<file path="src/rtl/comparator_csr_bank_pkg.sv">
// Shared constants for the comparator CSR bank: address map, EXC field layout and FSM states.
package comparator_csr_pkg;

  localparam logic [7:0] ADDR_EXC      = 8'h00;
  localparam logic [7:0] ADDR_SUCCESS  = 8'h01;
  localparam logic [7:0] ADDR_FAIL     = 8'h02;
  localparam logic [7:0] ADDR_MAXCOUNT = 8'h03;

  // Address bits [7:6] select a window; bits [5:0] index within it.
  localparam logic [1:0] WIN_REG   = 2'b00;
  localparam logic [1:0] WIN_START = 2'b01;
  localparam logic [1:0] WIN_END   = 2'b10;
  localparam logic [1:0] WIN_CORE  = 2'b11;

  localparam int EXC_NONEMPTY_BIT = 31;
  localparam int EXC_COUNT_LSB    = 16;
  localparam int EXC_TASK_LSB     = 4;
  localparam int EXC_COLL_BIT     = 0;
  localparam int EXC_POP_BIT      = 0;
  localparam int EXC_CLEAR_BIT    = 1;

  typedef enum logic [2:0] {
    ST_IDLE,
    ST_CSR_WR,
    ST_CSR_RD,
    ST_HT_SET,
    ST_WAITREQ,
    ST_COMP_WR,
    ST_COMP_ACK
  } state_t;

endpackage

</file>
<file path="src/rtl/comparator_csr_bank_if.sv">
// Avalon-MM style CSR port of the comparator CSR bank.
interface comparator_csr_bank_if #(
  parameter int ADDR_W = 8,
  parameter int DATA_W = 32
) ();
  logic [ADDR_W-1:0] csr_address;
  logic              csr_read;
  logic              csr_write;
  logic [DATA_W-1:0] csr_writedata;
  logic [DATA_W-1:0] csr_readdata;
  logic              csr_waitrequest;

  modport master (
    output csr_address, csr_read, csr_write, csr_writedata,
    input  csr_readdata, csr_waitrequest
  );

  modport slave (
    input  csr_address, csr_read, csr_write, csr_writedata,
    output csr_readdata, csr_waitrequest
  );
endinterface

</file>
<file path="src/rtl/comparator_csr_bank_event_fifo.sv">
// Synchronous FIFO buffering comparator verdicts {task, collision} until software pops them.
module comparator_event_fifo #(
  parameter int WIDTH = 5,
  parameter int DEPTH = 4,
  localparam int AW    = $clog2(DEPTH),
  localparam int CNT_W = AW + 1
) (
  input  logic             clk,
  input  logic             reset_n,
  input  logic             i_flush,
  input  logic             i_push,
  input  logic [WIDTH-1:0] i_data,
  input  logic             i_pop,
  output logic [WIDTH-1:0] o_data,
  output logic [CNT_W-1:0] o_count,
  output logic             o_full,
  output logic             o_empty
);
  logic [WIDTH-1:0] r_mem [DEPTH];
  logic [AW-1:0]    r_wr_ptr;
  logic [AW-1:0]    r_rd_ptr;
  logic [CNT_W-1:0] r_count;
  logic             w_push;
  logic             w_pop;

  assign o_full  = (r_count == CNT_W'(DEPTH));
  assign o_empty = (r_count == '0);
  assign o_count = r_count;
  assign o_data  = r_mem[r_rd_ptr];
  assign w_push  = i_push && !o_full;
  assign w_pop   = i_pop && !o_empty;

  // DEPTH is a power of two, so the pointers wrap naturally.
  always_ff @(posedge clk) begin
    if (!reset_n || i_flush) begin
      r_wr_ptr <= '0;
      r_rd_ptr <= '0;
      r_count  <= '0;
    end else begin
      if (w_push) r_wr_ptr <= r_wr_ptr + 1'b1;
      if (w_pop)  r_rd_ptr <= r_rd_ptr + 1'b1;
      case ({w_push, w_pop})
        2'b10:   r_count <= r_count + 1'b1;
        2'b01:   r_count <= r_count - 1'b1;
        default: r_count <= r_count;
      endcase
    end
  end

  always_ff @(posedge clk) begin
    if (w_push) r_mem[r_wr_ptr] <= i_data;
  end
endmodule

</file>
<file path="src/rtl/comparator_csr_bank.sv">
// CSR bank for the fingerprint comparator: pointer RAMs, core table, verdict bitmaps and event queue,
// all serialised through one access FSM.
//
// state      | meaning
// IDLE       | wait for CSR write, CSR read or comparator verdict (in that priority)
// CSR_WR     | apply the write to registers / RAMs / queue
// CSR_RD     | register the read data
// HT_SET     | hold set_head_tail until head_tail_ack
// WAITREQ    | drop csr_waitrequest for one cycle
// COMP_WR    | enqueue verdict and update bitmaps
// COMP_ACK   | pulse comp_status_ack
module comparator_csr_bank
  import comparator_csr_pkg::*;
#(
  parameter int NUM_CORES = 2,
  parameter int NUM_TASKS = 16,
  parameter int PTR_W     = 10,
  parameter int DATA_W    = 32,
  parameter int ADDR_W    = 8,
  parameter int EVT_DEPTH = 4,
  localparam int TASK_W = $clog2(NUM_TASKS),
  localparam int CORE_W = $clog2(NUM_CORES),
  localparam int CNT_W  = $clog2(EVT_DEPTH) + 1
) (
  input  logic                  clk,
  input  logic                  reset_n,
  comparator_csr_bank_if.slave  csr,
  input  logic                  comp_status_write,
  input  logic [TASK_W-1:0]     comp_task,
  input  logic                  comp_collision_detected,
  output logic                  comp_status_ack,
  output logic                  set_head_tail,
  output logic [TASK_W-1:0]     head_tail_offset,
  output logic [PTR_W-1:0]      head_tail_data,
  input  logic                  head_tail_ack,
  input  logic [TASK_W-1:0]     comp_fprint_task_id,
  output logic [PTR_W-1:0]      start_pointer_ex,
  output logic [PTR_W-1:0]      end_pointer_ex,
  output logic [PTR_W-1:0]      start_pointer_comp,
  output logic [PTR_W-1:0]      end_pointer_comp,
  input  logic [3:0]            physical_core_id,
  input  logic [TASK_W-1:0]     fprint_task_id,
  output logic [CORE_W-1:0]     logical_core_id,
  output logic                  logical_core_valid,
  output logic                  csr_maxcount_write,
  output logic [DATA_W-1:0]     csr_maxcount_writedata,
  output logic                  irq
);
  state_t              r_state;
  state_t              w_state_nxt;
  logic [DATA_W-1:0]   r_readdata;
  logic [DATA_W-1:0]   r_success;
  logic [DATA_W-1:0]   r_fail;
  logic [TASK_W-1:0]   r_ht_offset;
  logic [PTR_W-1:0]    r_ht_data;
  logic [PTR_W-1:0]    r_start_mem [NUM_TASKS];
  logic [PTR_W-1:0]    r_end_mem   [NUM_TASKS];
  logic [NUM_TASKS-1:0] r_core_valid [NUM_CORES];
  logic [3:0]          r_core_phys  [NUM_CORES][NUM_TASKS];

  logic [7:0]          w_a8;
  logic [1:0]          w_win;
  logic [5:0]          w_idx;
  logic                w_hi_zero;
  logic [TASK_W-1:0]   w_task_idx;
  logic [CORE_W-1:0]   w_core_idx;
  logic [TASK_W-1:0]   w_cfg_task;
  logic                w_cfg_task_ok;
  logic                w_exc, w_succ, w_failr, w_maxc, w_start, w_end, w_core;
  logic                w_wr_en, w_push, w_pop, w_flush, w_waitreq;
  logic [DATA_W-1:0]   w_rd_data;
  logic [TASK_W:0]     w_fifo_head;
  logic [CNT_W-1:0]    w_fifo_count;
  logic                w_fifo_full, w_fifo_empty;

  assign w_a8       = csr.csr_address[7:0];
  assign w_win      = csr.csr_address[7:6];
  assign w_idx      = csr.csr_address[5:0];
  assign w_task_idx = w_idx[TASK_W-1:0];
  assign w_core_idx = w_idx[CORE_W-1:0];
  assign w_cfg_task = csr.csr_writedata[8 +: TASK_W];
  assign w_cfg_task_ok = int'(csr.csr_writedata[15:8]) < NUM_TASKS;

  generate
    if (ADDR_W > 8) begin : g_hi_addr
      assign w_hi_zero = ~|csr.csr_address[ADDR_W-1:8];
    end else begin : g_no_hi_addr
      assign w_hi_zero = 1'b1;
    end
  endgenerate

  assign w_exc   = w_hi_zero && (w_a8 == ADDR_EXC);
  assign w_succ  = w_hi_zero && (w_a8 == ADDR_SUCCESS);
  assign w_failr = w_hi_zero && (w_a8 == ADDR_FAIL);
  assign w_maxc  = w_hi_zero && (w_a8 == ADDR_MAXCOUNT);
  assign w_start = w_hi_zero && (w_win == WIN_START) && (int'(w_idx) < NUM_TASKS);
  assign w_end   = w_hi_zero && (w_win == WIN_END)   && (int'(w_idx) < NUM_TASKS);
  assign w_core  = w_hi_zero && (w_win == WIN_CORE)  && (int'(w_idx) < NUM_CORES);

  always_comb begin
    w_state_nxt     = r_state;
    w_waitreq       = 1'b1;
    comp_status_ack = 1'b0;
    set_head_tail   = 1'b0;
    w_wr_en         = 1'b0;
    w_push          = 1'b0;
    unique case (r_state)
      ST_IDLE: begin
        if (csr.csr_write)                          w_state_nxt = ST_CSR_WR;
        else if (csr.csr_read)                      w_state_nxt = ST_CSR_RD;
        else if (comp_status_write && !w_fifo_full) w_state_nxt = ST_COMP_WR;
      end
      ST_CSR_WR: begin
        w_wr_en     = reset_n;
        w_state_nxt = w_start ? ST_HT_SET : ST_WAITREQ;
      end
      ST_CSR_RD:   w_state_nxt = ST_WAITREQ;
      ST_HT_SET: begin
        set_head_tail = 1'b1;
        if (head_tail_ack) w_state_nxt = ST_WAITREQ;
      end
      ST_WAITREQ: begin
        w_waitreq   = 1'b0;
        w_state_nxt = ST_IDLE;
      end
      ST_COMP_WR: begin
        w_push      = reset_n;
        w_state_nxt = ST_COMP_ACK;
      end
      ST_COMP_ACK: begin
        comp_status_ack = 1'b1;
        w_state_nxt     = ST_IDLE;
      end
      default:     w_state_nxt = ST_IDLE;
    endcase
  end

  // A clear request takes precedence over a pop carried in the same write.
  assign w_flush = w_wr_en && w_exc && csr.csr_writedata[EXC_CLEAR_BIT];
  assign w_pop   = w_wr_en && w_exc && csr.csr_writedata[EXC_POP_BIT] && !csr.csr_writedata[EXC_CLEAR_BIT];

  assign csr_maxcount_write     = w_wr_en && w_maxc;
  assign csr_maxcount_writedata = csr_maxcount_write ? csr.csr_writedata : '0;

  // The core table is write-only; reads of that window return 0.
  always_comb begin
    w_rd_data = '0;
    if (w_exc && !w_fifo_empty) begin
      w_rd_data[EXC_NONEMPTY_BIT]             = 1'b1;
      w_rd_data[EXC_COUNT_LSB +: CNT_W]       = w_fifo_count;
      w_rd_data[EXC_TASK_LSB +: TASK_W]       = w_fifo_head[TASK_W:1];
      w_rd_data[EXC_COLL_BIT]                 = w_fifo_head[0];
    end else if (w_succ) begin
      w_rd_data = r_success;
    end else if (w_failr) begin
      w_rd_data = r_fail;
    end else if (w_start) begin
      w_rd_data[PTR_W-1:0] = r_start_mem[w_task_idx];
    end else if (w_end) begin
      w_rd_data[PTR_W-1:0] = r_end_mem[w_task_idx];
    end
  end

  always_ff @(posedge clk) begin
    if (!reset_n) begin
      r_state     <= ST_IDLE;
      r_readdata  <= '0;
      r_success   <= '0;
      r_fail      <= '0;
      r_ht_offset <= '0;
      r_ht_data   <= '0;
      for (int l = 0; l < NUM_CORES; l++) r_core_valid[l] <= '0;
    end else begin
      r_state <= w_state_nxt;
      if (r_state == ST_CSR_RD) r_readdata <= w_rd_data;
      if (w_flush) begin
        r_success <= '0;
        r_fail    <= '0;
      end
      if (w_push) begin
        r_fail[comp_task]    <= comp_collision_detected;
        r_success[comp_task] <= ~comp_collision_detected;
      end
      if (w_wr_en && w_start) begin
        r_ht_offset <= w_task_idx;
        r_ht_data   <= csr.csr_writedata[PTR_W-1:0];
      end
      if (w_wr_en && w_core && w_cfg_task_ok) r_core_valid[w_core_idx][w_cfg_task] <= 1'b1;
    end
  end

  // Pointer RAMs and core physical ids carry no reset; read ports return the pre-write value.
  always_ff @(posedge clk) begin
    if (w_wr_en && w_start) r_start_mem[w_task_idx] <= csr.csr_writedata[PTR_W-1:0];
    if (w_wr_en && w_end)   r_end_mem[w_task_idx]   <= csr.csr_writedata[PTR_W-1:0];
    if (w_wr_en && w_core && w_cfg_task_ok) r_core_phys[w_core_idx][w_cfg_task] <= csr.csr_writedata[3:0];
    start_pointer_ex   <= r_start_mem[comp_fprint_task_id];
    end_pointer_ex     <= r_end_mem[comp_fprint_task_id];
    start_pointer_comp <= r_start_mem[comp_task];
    end_pointer_comp   <= r_end_mem[comp_task];
  end

  always_comb begin
    logical_core_id    = '0;
    logical_core_valid = 1'b0;
    for (int l = NUM_CORES - 1; l >= 0; l--) begin
      if (r_core_valid[l][fprint_task_id] && (r_core_phys[l][fprint_task_id] == physical_core_id)) begin
        logical_core_id    = CORE_W'(l);
        logical_core_valid = 1'b1;
      end
    end
  end

  comparator_event_fifo #(
    .WIDTH (TASK_W + 1),
    .DEPTH (EVT_DEPTH)
  ) u_evt_fifo (
    .clk     (clk),
    .reset_n (reset_n),
    .i_flush (w_flush),
    .i_push  (w_push),
    .i_data  ({comp_task, comp_collision_detected}),
    .i_pop   (w_pop),
    .o_data  (w_fifo_head),
    .o_count (w_fifo_count),
    .o_full  (w_fifo_full),
    .o_empty (w_fifo_empty)
  );

  assign csr.csr_readdata    = r_readdata;
  assign csr.csr_waitrequest = w_waitreq;
  assign head_tail_offset    = r_ht_offset;
  assign head_tail_data      = r_ht_data;
  assign irq                 = !w_fifo_empty;
endmodule

</file>
<file path="src/flat_wrapper.sv">
// flat-port wrapper written by rule: the top's interface ports become plain ports
module comparator_csr_bank_flat import comparator_csr_pkg::*;
#(
  parameter int NUM_CORES = 2,
  parameter int NUM_TASKS = 16,
  parameter int PTR_W     = 10,
  parameter int DATA_W    = 32,
  parameter int ADDR_W    = 8,
  parameter int EVT_DEPTH = 4,
  localparam int TASK_W = $clog2(NUM_TASKS),
  localparam int CORE_W = $clog2(NUM_CORES),
  localparam int CNT_W  = $clog2(EVT_DEPTH) + 1
)
  (clk, reset_n, comp_status_write, comp_task, comp_collision_detected, comp_status_ack, set_head_tail, head_tail_offset, head_tail_data, head_tail_ack, comp_fprint_task_id, start_pointer_ex, end_pointer_ex, start_pointer_comp, end_pointer_comp, physical_core_id, fprint_task_id, logical_core_id, logical_core_valid, csr_maxcount_write, csr_maxcount_writedata, irq, csr_csr_address, csr_csr_read, csr_csr_write, csr_csr_writedata, csr_csr_readdata, csr_csr_waitrequest);
  comparator_csr_bank_if #(.ADDR_W(ADDR_W), .DATA_W(DATA_W)) csr_i ();
  input  logic clk;
  input  logic reset_n;
  input  logic comp_status_write;
  input  logic [TASK_W-1:0] comp_task;
  input  logic comp_collision_detected;
  output logic comp_status_ack;
  output logic set_head_tail;
  output logic [TASK_W-1:0] head_tail_offset;
  output logic [PTR_W-1:0] head_tail_data;
  input  logic head_tail_ack;
  input  logic [TASK_W-1:0] comp_fprint_task_id;
  output logic [PTR_W-1:0] start_pointer_ex;
  output logic [PTR_W-1:0] end_pointer_ex;
  output logic [PTR_W-1:0] start_pointer_comp;
  output logic [PTR_W-1:0] end_pointer_comp;
  input  logic [3:0] physical_core_id;
  input  logic [TASK_W-1:0] fprint_task_id;
  output logic [CORE_W-1:0] logical_core_id;
  output logic logical_core_valid;
  output logic csr_maxcount_write;
  output logic [DATA_W-1:0] csr_maxcount_writedata;
  output logic irq;
  input wire logic [$bits(csr_i.csr_address)-1:0] csr_csr_address;
  input wire logic [$bits(csr_i.csr_read)-1:0] csr_csr_read;
  input wire logic [$bits(csr_i.csr_write)-1:0] csr_csr_write;
  input wire logic [$bits(csr_i.csr_writedata)-1:0] csr_csr_writedata;
  output wire logic [$bits(csr_i.csr_readdata)-1:0] csr_csr_readdata;
  output wire logic [$bits(csr_i.csr_waitrequest)-1:0] csr_csr_waitrequest;
  assign csr_i.csr_address = csr_csr_address;
  assign csr_i.csr_read = csr_csr_read;
  assign csr_i.csr_write = csr_csr_write;
  assign csr_i.csr_writedata = csr_csr_writedata;
  assign csr_csr_readdata = csr_i.csr_readdata;
  assign csr_csr_waitrequest = csr_i.csr_waitrequest;
  comparator_csr_bank #(.NUM_CORES(NUM_CORES), .NUM_TASKS(NUM_TASKS), .PTR_W(PTR_W), .DATA_W(DATA_W), .ADDR_W(ADDR_W), .EVT_DEPTH(EVT_DEPTH)) u_core (.clk(clk), .reset_n(reset_n), .csr(csr_i), .comp_status_write(comp_status_write), .comp_task(comp_task), .comp_collision_detected(comp_collision_detected), .comp_status_ack(comp_status_ack), .set_head_tail(set_head_tail), .head_tail_offset(head_tail_offset), .head_tail_data(head_tail_data), .head_tail_ack(head_tail_ack), .comp_fprint_task_id(comp_fprint_task_id), .start_pointer_ex(start_pointer_ex), .end_pointer_ex(end_pointer_ex), .start_pointer_comp(start_pointer_comp), .end_pointer_comp(end_pointer_comp), .physical_core_id(physical_core_id), .fprint_task_id(fprint_task_id), .logical_core_id(logical_core_id), .logical_core_valid(logical_core_valid), .csr_maxcount_write(csr_maxcount_write), .csr_maxcount_writedata(csr_maxcount_writedata), .irq(irq));
endmodule
</file>
<file path="config.mk">
export PLATFORM = sky130hd
export DESIGN_NAME = comparator_csr_bank_flat
export DESIGN_NICKNAME = d
export VERILOG_FILES = /design/src/rtl/comparator_csr_bank_pkg.sv /design/src/rtl/comparator_csr_bank_if.sv /design/src/rtl/comparator_csr_bank_event_fifo.sv /design/src/rtl/comparator_csr_bank.sv /design/src/flat_wrapper.sv
export SDC_FILE = /design/constraint.sdc
export NUM_CORES = 1
export LEC_CHECK = 0
export BUFFER_PORTS_ARGS = -buffer_cell sky130_fd_sc_hd__buf_4
export CAP_MARGIN = 20
export CORE_MARGIN = 3
export CORE_UTILIZATION = 40
export CTS_CLUSTER_DIAMETER = 100
export DETAILED_ROUTE_END_ITERATION = 16
export GPL_TIMING_DRIVEN = 0
export HOLD_SLACK_MARGIN = 0.05
export SYNTH_ARGS = -nofsm -noshare
export SYNTH_HDL_FRONTEND = slang
export SYNTH_SLANG_ARGS = --single-unit
</file>
<file path="constraint.sdc">
create_clock -name clk -period 3.8 [get_ports clk]
set_input_delay 0.38 -clock clk [delete_from_list [all_inputs] [get_ports clk]]
set_output_delay 0.38 -clock clk [all_outputs]
set_load 0.01 [all_outputs]
</file>
# After elaboration in Yosys (flattened, before gate mapping)
# Memory sizes are Yosys's and may differ from the RTL's. A register that Yosys moved wholly into a read port is not among the register bits.
# Cells that the tools add are included.
# word_totals
regBits,120
ramBits,500
word_cells,151
memories,5
out_inout_bits,125
inputBits,63
# classes
addsub,4
n_bitwise,3
n_reduce_logical,32
eq_ne,19
order_cmp,11
muxes,68
# mem_list
name,depth,width,rd,rd_clocked_by_memory_dff,wr,line,text
u_core.r_end_mem,16,10,3,2,1,comparator_csr_bank.sv:57,logic [PTR_W-1:0] r_end_mem [NUM_TASKS];
u_core.r_start_mem,16,10,3,2,1,comparator_csr_bank.sv:56,logic [PTR_W-1:0] r_start_mem [NUM_TASKS];
u_core.r_core_phys,2,64,2,0,1,comparator_csr_bank.sv:59,logic [3:0] r_core_phys [NUM_CORES][NUM_TASKS];
u_core.r_core_valid,2,16,2,0,2,comparator_csr_bank.sv:58,logic [NUM_TASKS-1:0] r_core_valid [NUM_CORES];
u_core.u_evt_fifo.r_mem,4,5,1,1,1,comparator_csr_bank_event_fifo.sv:19,logic [WIDTH-1:0] r_mem [DEPTH];
# ops
op,count
two-way mux 32 bit,8
bitwise mux 32 bit,2
two-way mux 64 bit,1
two-way mux 16 bit,3
binary-select mux 4 bit (select 4 bit),2
two-way mux 10 bit,3
two-way mux 1 bit,24
two-way mux 4 bit,6
two-way mux 22 bit,1
logical AND 1 bit,21
two-way mux 3 bit,7
demux 4 bit (select 4 bit),1
equality test 8 x 2 -> 1 bit (second input constant),2
OR reduction 16 bit,1
one-hot mux 3 bit (5 select lines),1
equality test 3 bit (second input constant),4
two-way mux 12 bit,1
greater-or-equal comparator 5 bit (second input constant),2
< comparator 4 x 5 -> 1 bit (second input constant),2
inverter 4 -> 5 bit,2
binary-select mux 1 bit (select 4 bit),2
demux 1 bit (select 4 bit),2
equality test 4 bit,2
equality test 8 x 1 -> 1 bit (second input constant),1
25 further kinds,36

# Depth between registers and ports, before layout
# Gate-level depths: netlist of run 1.
# depth
depth_word,9
depth_mapped,12
mapped_depth_nobuf,10

# By module
# From an unflattened synthesis of run 1, not the netlist that was laid out.
# unflattened
cells_unflattened,1860
area_unflattened_um2,30429.2
# by_module_without_submodules
module,cells_each,instances,seq_area_each_um2,area_each_um2
comparator_csr_bank,1780,1,17156.5,29223.0
comparator_event_fifo,80,1,780.7,1206.2

# Least setup slack after synthesis of run 1
# OpenSTA, ideal clock, no wires.
# synth_timing
path_kind,input port to flip-flop
startpoint,input port csr_csr_address[0]
endpoint,"memory u_core.r_start_mem[11][0], enable pin"
required_time_ps,3410
path_slack_ps,1006
arrival_ps,2404
setup_ps,390
path_buffers,5
stages,7
path_cell_list,buf_2 buf_2 buf_2 buf_2 clkbuf_1 nand2_1 nor3_1
# synth_via
elab_chain_len,5
# synth_rtl
element,line,text
from (decl),flat_wrapper.sv:38,input wire logic [$bits(csr_i.csr_address)-1:0] csr_csr_address;
< comparator 6 x 5 -> 1 bit,comparator_csr_bank.sv:96,assign w_start = w_hi_zero && (w_win == WIN_START) && (int'(w_idx) < NUM_TASKS);
logical AND 1 bit,comparator_csr_bank.sv:96,
logical AND 1 bit,comparator_csr_bank.sv:194,if (w_wr_en && w_start) r_start_mem[w_task_idx] <= csr.csr_writedata[PTR_W-1:0];
two-way mux 1 bit,comparator_csr_bank.sv:194,
two-way mux 1 bit (not written as such),comparator_csr_bank.sv:194,
to (decl),comparator_csr_bank.sv:56,
# Parallel ways exist; a longest one is shown, timed or not.

# Worst setup path after layout of run 1
# layout_timing
startpoint,input port csr_csr_address[0]
endpoint,output port csr_maxcount_writedata[6]
# layout_via
elab_chain_len,3
# layout_rtl
element,line,text
equality test 8 x 2 -> 1 bit,comparator_csr_bank.sv:95,assign w_maxc = w_hi_zero && (w_a8 == ADDR_MAXCOUNT);
logical AND 1 bit,comparator_csr_bank.sv:142,assign csr_maxcount_write = w_wr_en && w_maxc;
two-way mux 32 bit,comparator_csr_bank.sv:143,assign csr_maxcount_writedata = csr_maxcount_write ? csr.csr_writedata : '0;
to (decl),flat_wrapper.sv:36,output logic [DATA_W-1:0] csr_maxcount_writedata;
# Every way passes these cells.

==> impl_metrics.csv, run 1 <==
group,metric,value,unit
synthesis,syn_avg_cell_area,16.1,sq um
timing,setup_ws,0.225,ns
timing,hold_viol,0,
route,num_vias,19400,
synthesis,yosys-top-cells-area,"edfxtp_1 46%, mux4_2 24%, dfxtp_1 13%, mux2i_1 1.9%, nor2_1 1.4%",
pwr,vdd.ir_drop.worst,284,uV
critical_path,cp_slowest_cell,"nor3_2",
placed_design,port_buffers,172,
clocking,cts_buffers,72,
global_route,grt_pass1_wl,134000,microns
placed_design,pre_cts_ws,-0.147,ns
timing,slew_viol_final,0,
pwr,finalPower,16.3,mW
critical_path,arrival,3.20,ns
layout,layout_commonest_cell,"edfxtp_1",
clocking,cts.sinks,662,
placed_design,placed_area,33200,sq um
clocking,htreeDepth,3,
layout,nNetsFinal,2232,
route,drt-pass1-iter-count,7,
global_route,grt_overflow_total,0,
outcome,status,"finished, final reports clean",
placed_design,dp.final_hpwl,66600,microns
timing,finalSetupViolCount,0,
global_route,grt_pass1_vias,19400,
critical_path,cp_cell_sequence,"buf_2 > buf_2 > buf_2 > nand2_1 > nor3_2 > clkbuf_1 > and2_1 > buf_4",
clocking,root_buffer,"clkbuf_16",
route,drc,0,
synthesis,synth_flop_cell,"edfxtp_1",
critical_path,crit_type,"input port to output port",
clocking,post_cts_buffers,0,
timing,period_share,94.1,%
layout,finalInstanceArea,35800,sq um
global_route,grt_antenna_before_repair,4,
timing,whs,0.209,ns
layout,layout_common_cells,"468 x edfxtp_1, 323 x mux4_2, 194 x dfxtp_1",
critical_path,path_buf_inv,5,
global_route,grt_util_all_layers,23.3,%
timing,min_period,3.58,ns
clocking,clk_pin_slew,0.06,ns
pwr,powerDensity,457,nW/um^2
die,rows,100,
job,drv_cap,0,
route,routed_wl,92500,microns
hold_path,hp-class,"input port to register",
critical_path,path_max_fanout,10,
synthesis,synth_top_area_share,46.1,%
global_route,grt_start_max_net_pins,70,
layout,fin_util,47.7,%
synthesis,yosysWarnings,0,
clocking,clock_latency,0.62,ns
clocking,cts_tree,"done",
synthesis,synth_nets,1960,
route,drtAntennaViolNets,0,
critical_path,critPathLaunchType,"input port",
clocking,cts_buffer_depth,3,
die,coreArea,74900,sq um
route,drt_iter0_drc,2348,
pwr,leakagePower,12.3,nW
critical_path,critical-path-top-delay-family,"buffers and inverters",
critical_path,crit_top_cell,"buf_2",
die,die_h,282,microns
route,avgRoutedWirePerCell,29.0,microns
synthesis,syn_area,30500,sq um
placed_design,gp_congestion,0.911,
layout,layout-drive-gt1-share,32.5,%
synthesis,synth_seq_area_share,58.8,%
synthesis,synth-edff-count,468,
timing,tightestPinTransition,1.18,ns
critical_path,required,3.42,ns
timing,clock_skew,0.0388,ns
timing,fmax,0.280,GHz
die,die_x,282,microns
timing,grt_setup_unrepaired,"false",
synthesis,yosysTopAreaCell,"edfxtp_1",
die,start_util,40.7,%
critical_path,max_stage_delay,0.54,ns
synthesis,synthCells,1891,
die,io-pin-count,188,
synthesis,yosys_register_bits,662,
synthesis,synthArstFlopShare,0,%
synthesis,synthDistinctLibCells,65,
timing,maxSlewHeadroom,20.8,%
critical_path,cp-end-kind,"output port",
die,dieArea,79600,sq um
layout,syn2layout_area_growth,17.3,%
route,via_per_inst,6.07,
==> Yosys cell counts (all sizes together) (5+ instances only) <==
cell and count:
nor2 111, a21oi 39, o32ai 6, a21o 17
nor3 20, mux4 323, mux2i 58, xnor2 10
a22oi 44, nand3 29, nand3b 12, nand2 97
and2 63, ha 5, clkbuf 78, a32oi 7
edfxtp 468, buf 73, nand2b 8, xor2 7
inv 11, a211oi 7, nor3b 10, dfxtp 194
o31ai 9, o21ai 55, or3 5, and3 43
nor2b 36
==> state kept, by name, indices dropped and copies added, names as in the netlist, 20 cells and up, named ones only <==
signal	cells
u_core.csr.csr_readdata	32
u_core.r_fail	32
u_core.r_end_mem	160
u_core.r_success	32
u_core.u_evt_fifo.r_mem	20
u_core.r_start_mem	160
u_core.r_core_phys	128
u_core.r_core_valid	32
==> area by class of cell <==
| cell class | count | area [sq um] |
|---|---|---|
| Timing Repair Buffer | 198 | 1550 |
| Clock inverter | 29 | 267 |
| Clock buffer | 104 | 2180 |
| Buffer | 151 | 707 |
| Antenna cell | 2 | 5.00 |
| Multi-Input combinational cell | 1066 | 11900 |
| Tap cell | 969 | 1210 |
| Sequential cell | 662 | 17900 |
| Inverter | 12 | 45.0 |
| Fill cell | 6284 | 39200 |
==> what timing repair did <==
action	in CTS	in global routing
endpoints found under the setup margin	10	0
endpoints found under the hold margin	20	0
hold buffers	5	0
gates resized for setup	1	0
==> worst paths after layout <==
kind,start,to,slack (ns),depth (start not counted)
setup reg to reg,u_core.r_state[2]$_SDFFE_PN0P_,u_core.r_core_phys[0][55]$_DFFE_PP_,0.67,6
hold / removal,head_tail_ack,u_core.r_state[0]$_SDFFE_PN0P_,0.21,4
setup / recovery,csr_csr_address[0],csr_maxcount_writedata[6],0.22,8
hold reg to reg,u_core.r_core_valid[0][6]$_DFF_P_,u_core.r_core_valid[0][6]$_DFF_P_,0.45,1
==> worst min-delay path: stages <==
cell and delay [ns]:
buf_4 0.09, o22ai_1 0.06, a21oi_1 0.16, nor3b_1 0.06
==> per-stage QoR <==
stage | cells | setup TNS, ns
after global routing | 3191 | 0
after CTS | 3186 | 0
after floorplan | 1891 | 0
after detailed placement | 3048 | -1.63
final | 3193 | 0
after global placement | 3032 | -50.56
==> power breakdown <==
part           total, mW  internal, mW  switching (mW)
Sequential          7.81          7.78          0.0298
Clock               7.18          4.27            2.91
Combinational       1.35         0.554           0.795
==> kinds of logic (layout without fill, tap and decap cells) <==
kind of cell | after synthesis | in the layout | share of synthesized area, %
AND/OR/NAND/NOR | 452 | 452 | 7.67
AO/OA/AOI/OAI | 208 | 208 | 4.45
flip-flops | 662 | 662 | 58.8
XOR/XNOR | 17 | 17 | 0.488
adder cells (fa/ha/maj) | 6 | 6 | 0.271
other | 0 | 2 | 0
multiplexers | 383 | 383 | 25.8
buffers and inverters | 163 | 494 | 2.47
==> metal layers <==
layer / GRT usage, % / wire length, microns
met5: 0 / 24
met4: 7.92 / 2780
met3: 6.12 / 9150
met2: 36.5 / 43300
met1: 31.9 / 37200
(Power assumes the default switching activity.)
==> run 2: changes to the inputs <==
Clock period 3.8 ns to 4.45 ns, I/O delays scaled along.
==> run 2 against run 1 <==
  * Sequential share of layout area rose by 0.077 points
  * Critical path depth did not move
  * Worst setup slack improved by 0.24 ns
  * Worst hold slack got worse by 0.11 ns
  * Non-clock buffer count fell by 5
  * Critical endpoint unchanged
==> impl_metrics.csv, run 2 (synthesis results as in run 1) <==
group,metric,value,unit
critical_path,crit_type,"input port to output port",
timing,hold_viol,0,
clocking,htreeDepth,3,
layout,fin_util,47.7,%
outcome,status,"finished, final reports clean",
critical_path,cp_slowest_cell,"nor3_1",
route,drc,0,
layout,layout_commonest_cell,"edfxtp_1",
route,avgRoutedWirePerCell,29.1,microns
global_route,grt_pass1_vias,19400,
placed_design,gp_congestion,0.911,
global_route,grt_util_all_layers,23.3,%
critical_path,max_stage_delay,0.83,ns
placed_design,port_buffers,172,
timing,fmax,0.251,GHz
critical_path,arrival,3.54,ns
layout,layout-drive-gt1-share,32.5,%
clocking,root_buffer,"clkbuf_16",
clocking,post_cts_buffers,0,
hold_path,hp-class,"input port to register",
die,dieArea,79600,sq um
route,drt_iter0_drc,2353,
critical_path,rr_worst_depth,6,
placed_design,pre_cts_ws,0.395,ns
die,start_util,40.7,%
global_route,grt_start_max_net_pins,70,
clocking,cts_tree,"done",
hold_path,whs_path_depth,1,
layout,fill_cells,6289,
critical_path,required,4.01,ns
job,drv_cap,0,
critical_path,crit_top_cell,"buf_2",
hold_path,min_from,"comp_task[2]",
pwr,vdd.ir_drop.worst,241,uV
die,io-pin-count,188,
critical_path,path_max_fanout,10,
pwr,leakagePower,12.2,nW
route,drtAntennaViolNets,0,
layout,layout_common_cells,"468 x edfxtp_1, 323 x mux4_2, 194 x dfxtp_1",
clocking,clock_latency,0.63,ns
critical_path,critPathLaunchType,"input port",
route,via_per_inst,6.06,
critical_path,cp-end-kind,"output port",
clocking,ctsResizeCount,0,
die,die_h,282,microns
layout,syn2layout_area_growth,17.2,%
die,coreArea,74900,sq um
route,num_vias,19300,
clocking,cts_buffers,72,
timing,finalSetupViolCount,0,
timing,period_share,89.6,%
timing,min_period,3.99,ns
route,drt-pass1-iter-count,5,
die,rows,100,
timing,maxSlewHeadroom,19.6,%
pwr,powerDensity,390,nW/um^2
timing,slew_viol_final,0,
timing,setup_ws,0.464,ns
critical_path,cp_cell_sequence,"buf_2 > buf_2 > buf_2 > nand2_1 > nor3_1 > clkbuf_1 > and2_1 > buf_4",
layout,nNetsFinal,2227,
clocking,clk_pin_slew,0.06,ns
timing,tightestPinTransition,1.20,ns
global_route,grt_pass1_wl,134000,microns
clocking,holdBufCountCts,0,
die,die_x,282,microns
layout,top_regs,"u_core.r_end_mem: 160 flops, u_core.r_start_mem: 160 flops, u_core.r_core_phys: 128 flops",
placed_design,dp.final_hpwl,66600,microns
clocking,cts_buffer_depth,3,
timing,grt_setup_unrepaired,"false",
clocking,cts.sinks,662,
route,routed_wl,92700,microns
critical_path,reg2reg_from,"u_core.r_state[2]$_SDFFE_PN0P_",
hold_path,min_delay_worst_endpoint,"u_core.u_evt_fifo.r_mem[1][3]$_DFFE_PP_",
critical_path,r2r_slack,1.32,ns
critical_path,r2r_end,"u_core.r_end_mem[9][3]$_DFFE_PP_",
global_route,grt_antenna_before_repair,4,
global_route,grt_overflow_total,0,
timing,clock_skew,0.0389,ns
## run 2: cell types whose count changed in the layout (fill, tap and decap cells not counted)
cell / change
nor3_2: -1
nor3_1: +1
dlygate4sd3_1: -5
## run 2: layer usage
layer / up-vias / GRT usage (%) / part of all wire [%]
met5: - / 0 / 0.026
met3: 138 / 6.12 / 10
met2: 1022 / 36.5 / 47
met1: 10000 / 31.9 / 40
li1: 8149 / - / -
met4: 4 / 7.92 / 3.0
## run 2: where the power goes
group          internal, mW  leakage, nW  switching [mW]
logic                 0.471         5.24           0.681
clock network          3.65         1.21            2.48
registers              6.64         5.78          0.0252
## run 2: area by class of cell
type | instances | area, sq um | area share [%]
diodes | 2 | 5.00 | 0.0140
multi-input cells | 1066 | 11900 | 33.2
well taps | 969 | 1210 | 3.39
clock inverters | 29 | 267 | 0.746
repair buffers | 193 | 1500 | 4.21
flip-flops and latches | 662 | 17900 | 50.2
clock buffers | 104 | 2180 | 6.10
inverters | 12 | 45.0 | 0.126
plain buffers | 151 | 707 | 1.98
## run 2: how the worst max path moves through the flow
stage                                  start                                   to  slack [ns]  cells after the start
final                     csr_csr_address[0]            csr_maxcount_writedata[6]        0.46                      8
after global routing      csr_csr_address[0]            csr_maxcount_writedata[8]        0.27                      8
after CTS                 csr_csr_address[0]            csr_maxcount_writedata[8]        0.39                      8
after detailed placement  csr_csr_address[0]            csr_maxcount_writedata[8]        0.39                      8
after global placement    csr_csr_address[0]  u_core.r_start_mem[11][3]$_DFFE_PP_       -0.34                      7
after floorplan           csr_csr_address[0]  u_core.r_start_mem[11][0]$_DFFE_PP_        1.59                      7
## run 2: per-stage QoR
stage	total power, mW	std cells	TNS, ns	hold slack, ns	cell area, sq um
2_1_floorplan	7.43	1891	0	0.423	30500
6_report	13.9	3188	0	0.0968	35700
3_3_place_gp	7.92	3032	-7.73	0.430	33000
3_5_place_dp	7.94	3048	0	0.439	33200
4_1_cts	14.0	3181	0	0.0722	35700
5_1_grt	14.3	3186	0	0.0945	35700
## run 2: critical path, delay by kind of cell
kind          cells  cell delay [ns]
buf+inv           5             1.61
simple gates      3             1.46
